===== src/rtl/ll_pkg.sv =====
// Shared types and defaults for the linked-list page returner.
package ll_pkg;

  localparam int unsigned LpszDef  = 8;
  localparam int unsigned PagesDef = 256;
  localparam int unsigned CntszDef = 8;

  typedef logic [LpszDef-1:0] page_t;

  typedef enum logic [1:0] {
    StIdle  = 2'd0,
    StLink  = 2'd1,
    StLwait = 2'd2,
    StEmit  = 2'd3
  } state_e;

endpackage


===== src/rtl/ll_ret_fifo.sv =====
// Two-entry in-order FIFO holding pages waiting to be handed back to the manager.
module ll_ret_fifo #(
  parameter int unsigned Width = 8
) (
  input  logic             clk_i,
  input  logic             rst_ni,
  input  logic             push_i,
  input  logic [Width-1:0] push_data_i,
  input  logic             pop_i,
  output logic             full_o,
  output logic             empty_o,
  output logic [Width-1:0] head_o
);

  logic [Width-1:0] mem_q [2];
  logic             wr_ptr_q;
  logic             rd_ptr_q;
  logic [1:0]       cnt_q;
  logic             push_ok;
  logic             pop_ok;

  assign full_o  = (cnt_q == 2'd2);
  assign empty_o = (cnt_q == 2'd0);
  assign head_o  = mem_q[rd_ptr_q];
  assign push_ok = push_i & ~full_o;
  assign pop_ok  = pop_i & ~empty_o;

  // Storage, pointers and occupancy; cleared contents keep head_o at 0 after reset.
  always_ff @(posedge clk_i or negedge rst_ni) begin
    if (!rst_ni) begin
      mem_q[0] <= '0;
      mem_q[1] <= '0;
      wr_ptr_q <= 1'b0;
      rd_ptr_q <= 1'b0;
      cnt_q    <= 2'd0;
    end else begin
      if (push_ok) begin
        mem_q[wr_ptr_q] <= push_data_i;
        wr_ptr_q        <= ~wr_ptr_q;
      end
      if (pop_ok) begin
        rd_ptr_q <= ~rd_ptr_q;
      end
      cnt_q <= cnt_q + {1'b0, push_ok} - {1'b0, pop_ok};
    end
  end

endmodule


===== src/rtl/ll_page_returner.sv =====
// Walks a page chain from a descriptor, presents each page to the reader, then
// queues it for return to the page manager. A page's link is always read before
// the page is pushed for return, so the manager may reuse the link at once.
module ll_page_returner
  import ll_pkg::*;
#(
  parameter int unsigned Lpsz  = LpszDef,
  parameter int unsigned Pages = PagesDef,
  parameter int unsigned Cntsz = CntszDef
) (
  input  logic            clk_i,
  input  logic            rst_ni,
  input  logic            d_srdy_i,
  output logic            d_drdy_o,
  input  logic [Lpsz-1:0] d_head_i,
  input  logic [Cntsz-1:0] d_count_i,
  output logic            lr_srdy_o,
  input  logic            lr_drdy_i,
  output logic [Lpsz-1:0] lr_addr_o,
  input  logic            lrsp_srdy_i,
  input  logic [Lpsz-1:0] lrsp_data_i,
  output logic            pg_srdy_o,
  input  logic            pg_drdy_i,
  output logic [Lpsz-1:0] pg_page_o,
  output logic            pg_last_o,
  output logic            lprt_srdy_o,
  input  logic            lprt_drdy_i,
  output logic [Lpsz-1:0] lprt_page_o,
  output logic            busy_o,
  output logic            done_o
);

  if (Pages > (1 << Lpsz)) begin : g_cfg_err
    $error("Pages does not fit in an Lpsz-bit pointer");
  end

  state_e           state_q, state_d;
  logic [Lpsz-1:0]  cur_q, cur_d;
  logic [Lpsz-1:0]  nxt_q, nxt_d;
  logic [Cntsz-1:0] rem_q, rem_d, rem_dec;
  logic             done_q, done_d;
  logic             d_drdy_q, lr_srdy_q, emit_q;
  logic             fifo_full, fifo_empty;
  logic             pg_hs, lprt_hs;

  assign pg_srdy_o = emit_q & ~fifo_full;
  assign pg_hs     = pg_srdy_o & pg_drdy_i;
  assign lprt_hs   = lprt_srdy_o & lprt_drdy_i;
  assign rem_dec   = rem_q - Cntsz'(1);

  // Next-state: descriptor accept, link read, link response, page emit.
  always_comb begin
    state_d = state_q;
    cur_d   = cur_q;
    nxt_d   = nxt_q;
    rem_d   = rem_q;
    done_d  = 1'b0;
    unique case (state_q)
      StIdle: begin
        if (d_srdy_i && d_drdy_q) begin
          cur_d = d_head_i;
          rem_d = d_count_i;
          if (d_count_i == '0) begin
            done_d = 1'b1;
          end else if (d_count_i == Cntsz'(1)) begin
            state_d = StEmit;
          end else begin
            state_d = StLink;
          end
        end
      end
      StLink: begin
        if (lr_srdy_q && lr_drdy_i) state_d = StLwait;
      end
      StLwait: begin
        if (lrsp_srdy_i) begin
          nxt_d   = lrsp_data_i;
          state_d = StEmit;
        end
      end
      StEmit: begin
        if (pg_hs) begin
          rem_d = rem_dec;
          cur_d = nxt_q;
          if (rem_dec == '0) begin
            state_d = StIdle;
            done_d  = 1'b1;
          end else if (rem_dec == Cntsz'(1)) begin
            // Last page: its link is never needed.
            state_d = StEmit;
          end else begin
            state_d = StLink;
          end
        end
      end
      default: state_d = StIdle;
    endcase
  end

  // State, datapath and registered handshake/pulse outputs.
  always_ff @(posedge clk_i or negedge rst_ni) begin
    if (!rst_ni) begin
      state_q   <= StIdle;
      cur_q     <= '0;
      nxt_q     <= '0;
      rem_q     <= '0;
      done_q    <= 1'b0;
      d_drdy_q  <= 1'b0;
      lr_srdy_q <= 1'b0;
      emit_q    <= 1'b0;
    end else begin
      state_q   <= state_d;
      cur_q     <= cur_d;
      nxt_q     <= nxt_d;
      rem_q     <= rem_d;
      done_q    <= done_d;
      d_drdy_q  <= (state_d == StIdle);
      lr_srdy_q <= (state_d == StLink);
      emit_q    <= (state_d == StEmit);
    end
  end

  ll_ret_fifo #(
    .Width(Lpsz)
  ) u_ret_fifo (
    .clk_i      (clk_i),
    .rst_ni     (rst_ni),
    .push_i     (pg_hs),
    .push_data_i(cur_q),
    .pop_i      (lprt_hs),
    .full_o     (fifo_full),
    .empty_o    (fifo_empty),
    .head_o     (lprt_page_o)
  );

  assign d_drdy_o    = d_drdy_q;
  assign lr_srdy_o   = lr_srdy_q;
  assign lr_addr_o   = cur_q;
  assign pg_page_o   = cur_q;
  assign pg_last_o   = emit_q & (rem_q == Cntsz'(1));
  assign lprt_srdy_o = ~fifo_empty;
  assign busy_o      = (state_q != StIdle) | ~fifo_empty;
  assign done_o      = done_q;

endmodule

===== config.mk =====
export PLATFORM = sky130hd
export DESIGN_NAME = ll_page_returner
export DESIGN_NICKNAME = d
export VERILOG_FILES = /design/src/rtl/ll_pkg.sv /design/src/rtl/ll_ret_fifo.sv /design/src/rtl/ll_page_returner.sv
export SDC_FILE = /design/constraint.sdc
export NUM_CORES = 1
export LEC_CHECK = 0
export BUFFER_PORTS_ARGS = -buffer_cell sky130_fd_sc_hd__buf_2
export CAP_MARGIN = 10
export CORE_MARGIN = 5
export CORE_UTILIZATION = 50
export CTS_CLUSTER_DIAMETER = 150
export CTS_CLUSTER_SIZE = 40
export DETAILED_ROUTE_END_ITERATION = 6
export MAX_ROUTING_LAYER = met4
export PLACE_DENSITY = 0.71
export SYNTH_ARGS = -nofsm -noshare
export SYNTH_HDL_FRONTEND = slang
export SYNTH_SLANG_ARGS = --single-unit

===== constraint.sdc =====
create_clock -name clk_i -period 4.5 [get_ports clk_i]
set_input_delay 0.45 -clock clk_i [delete_from_list [all_inputs] [get_ports clk_i]]
set_output_delay 0.45 -clock clk_i [all_outputs]
set_load 0.01 [all_outputs]

==> results.py <==
metrics = {
    "floorplanning": {
        "dieArea_um2": 6720,
        "fp.dieW_um": 82.0,
        "die_h_um": 82.0,
        "initial_utilization": 0.511,
        "rows": 26,
        "coreArea_um2": 5070,
        "io_pins": 62,
    },
    "yosys": {
        "synth_top_cell_by_area": "dfrtp_1",
        "synth.avg_cell_area_um2": 10.8,
        "yosys-top-cells-area": "dfrtp_1, mux2_2, ha_1",
        "synth-seq-area-share": 0.483,
        "netlist_area_um2": 2590,
        "syn_inst": 239,
        "yosysTopAreaCellShare": 0.483,
        "synthDistinctLibCells": 37,
        "synthesis.nets": 281,
        "synth_seq_cells": 50,
        "synth_warnings": 0,
    },
    "global_routing": {
        "grt_max_degree": 51,
        "antenna_found_initial": 0,
        "track_usage": 0.176,
        "busiest_layer": "met2",
        "gr-usage-met3": 0.0362,
        "grt_pass1_vias": 1786,
        "use_met2": 0.263,
        "overflow": 0,
        "grt_util_met1": 0.238,
        "grt_pass1_wl_mm": 8.67,
    },
    "drt": {
        "vias": 1910,
        "wl_per_cell_um": 14.8,
        "ant_nets": 0,
        "drc_errors": 0,
        "drt_iter0_drc": 66,
        "firstDrtPassIters": 4,
        "drt_wl_total_mm": 5.41,
        "viasPerCell": 5.22,
    },
    "clocking": {
        "cts_sinks": 50,
        "cts_tree": "yes",
        "cts_buffers": 5,
        "cts_hold_buf": 0,
        "htree_levels": 2,
        "ctsResizeCount": 0,
        "clockRootBuffer": "clkbuf_8",
        "clockBufferDepth": 2,
        "clock_latency_ns": 0.31,
        "postCtsSetupBuffers": 0,
        "clk_pin_slew_ns": 0.09,
    },
    "job": {
        "maxCapViolations": 0,
    },
    "timing": {
        "finalSetupTns_ns": 0,
        "slew_viol_final": 0,
        "relSlewSlack": 0.540,
        "period_share": 0.518,
        "timing.fmax_mhz": 429,
        "hold_viol": 0,
        "tightest_slew_ns": 0.690,
        "finalSetupViolCount": 0,
        "rsz0062_at_grt": "false",
        "layout_min_cycle_time_ns": 2.33,
        "clock_skew_ns": 0.00545,
    },
    "finish": {
        "n_antenna_cell": 0,
        "fillers": 456,
        "area_growth_pct": 17.6,
        "post-route-util": 0.601,
        "drive_above_1_share": 0.375,
        "final_nets": 337,
    },
    "outcome": {
        "outcome": "finished clean",
    },
    "critical_path": {
        "rr_worst_depth": 8,
        "endpoint_kind": "register",
        "worst_ep_required_time_ns": 4.67,
        "critPathKind": "reg2reg",
        "critPathLaunchType": "register",
        "arrival_ns": 2.51,
        "cp_max_fo": 32,
    },
    "power": {
        "power.density_nw_per_um2": 725,
        "power_leakage_nw": 1.38,
        "peakVddDrop_mv": 0.289,
    },
    "placed_design": {
        "portBuffers": 61,
        "place_hpwl_mm": 4.01,
        "place_congestion": 0.847,
    },
    "worst_hold_path": {
        "hp-class": "in2async",
    },
}
[cells in the mapped netlist]
library cell,number
nand4_1,1
nor2b_1,1
a2bb2oi_1,1
nor2_1,19
nor3_1,4
buf_2,1
mux2i_1,9
o31a_1,1
a22oi_1,1
and3_1,1
buf_4,8
nand2b_1,2
a211oi_1,1
o41a_4,1
and4_4,1
nand3_1,6
inv_1,11
or2_4,1
mux2_2,32
a21oi_1,25
dfrtp_1,50
nand2_1,13
ha_1,11
o211ai_1,2
a31oi_1,1
xor2_1,1
clkbuf_1,6
o22ai_1,3
nand3b_1,1
a41oi_1,1
nor4_4,1
xnor2_1,4
o31ai_1,1
nor4_1,2
o21ai_0,9
and2_1,4
or2_2,2
[report_power, final]
part | switching [W] | internal [W] | total, W
clock | 0.000152 | 0.000167 | 0.000318
sequential | 0.000203 | 0.000677 | 0.000880
combinational | 0.000513 | 0.000499 | 0.00101
total | 0.000868 | 0.00134 | 0.00221
[through the flow]
step / instance area (µm²) / worst slack [ns] / hold slack [ns] / cells / total power (W)
3_3_place_gp: 2920 / 2.31 / 0.481 / 357 / 0.00187
2_1_floorplan: 2590 / 2.63 / 0.154 / 239 / 0.00163
4_1_cts: 3030 / 2.16 / 0.362 / 365 / 0.00223
5_1_grt: 3050 / 1.96 / 0.0164 / 366 / 0.00240
6_report: 3050 / 2.17 / 0.0105 / 366 / 0.00221
3_5_place_dp: 2920 / 2.20 / 0.485 / 357 / 0.00191
[per-layer routing]
layer  routed length, µm  vias to the layer above
li1                    -                      954
met1                2520                      910
met2                2620                       40
met3                 204                        6
met4                  65                        0
met5                   0                        -
[area by class of cell]
cell class	count	area [µm²]	area share
timing repair buffer	64	340	0.112
clock buffer	5	68.8	0.0226
clock inverter	3	43.8	0.0144
inverter	11	41.3	0.0135
sequential	50	1250	0.410
multi-input combinational	163	1220	0.399
tap	70	87.6	0.0287
[placed cells by master (no fill, tap or decap), drive strengths merged, types with 5 or more instances in the layout]
master / count
dfrtp: 50
clkbuf: 5
ha: 11
nand3: 6
a21oi: 25
nor2: 19
mux2: 32
nand2: 13
buf: 64
mux2i: 9
o21ai: 9
inv: 12
[worst paths after layout]
| kind | from | to | slack [ns] |
|---|---|---|---|
| max in group asynchronous | rst_ni | lr_addr_o[4] | 4.00 |
| min in group clk_i | lrsp_data_i[2] | nxt_q[2] | 0.37 |
| worst max-delay path | state_q[0] | rem_q[7] | 2.17 |
| worst min register to register | u_ret_fifo.wr_ptr_q | u_ret_fifo.wr_ptr_q | 0.50 |
| worst max register to register | state_q[0] | rem_q[7] | 2.17 |
| worst min-delay path | rst_ni | done_o | 0.01 |
[registers in the layout (all words and copies together) (netlist names)]
register             count
u_ret_fifo.mem_q        16
lr_addr_o                8
nxt_q                    8
rem_q                    8
state_q                  2
u_ret_fifo.cnt_q         2
d_drdy_o                 1
done_o                   1
emit_q                   1
lr_srdy_o                1
u_ret_fifo.rd_ptr_q      1
u_ret_fifo.wr_ptr_q      1
[critical path, stage by stage, from the launching register on]
cell and delay [ns]:
dfrtp_1 0.40, ha_1 0.16, buf_4 0.35, a21oi_1 0.16, a21oi_2 0.55, buf_4 0.33, nand3_1 0.09, o21ai_0 0.08
a211oi_1 0.09
[cell families (layout without fill, tap and decap cells)]
family | count (synthesis) | in the layout | share of synthesized area
xor+xnor | 5 | 5 | 0.0169
fa+ha+maj | 11 | 11 | 0.0531
buf+inv | 26 | 83 | 0.0497
flops | 50 | 50 | 0.483
mux | 41 | 41 | 0.174
simple gates | 59 | 59 | 0.116
compound gates | 47 | 47 | 0.108
Power figures use the tool's default switching activity.
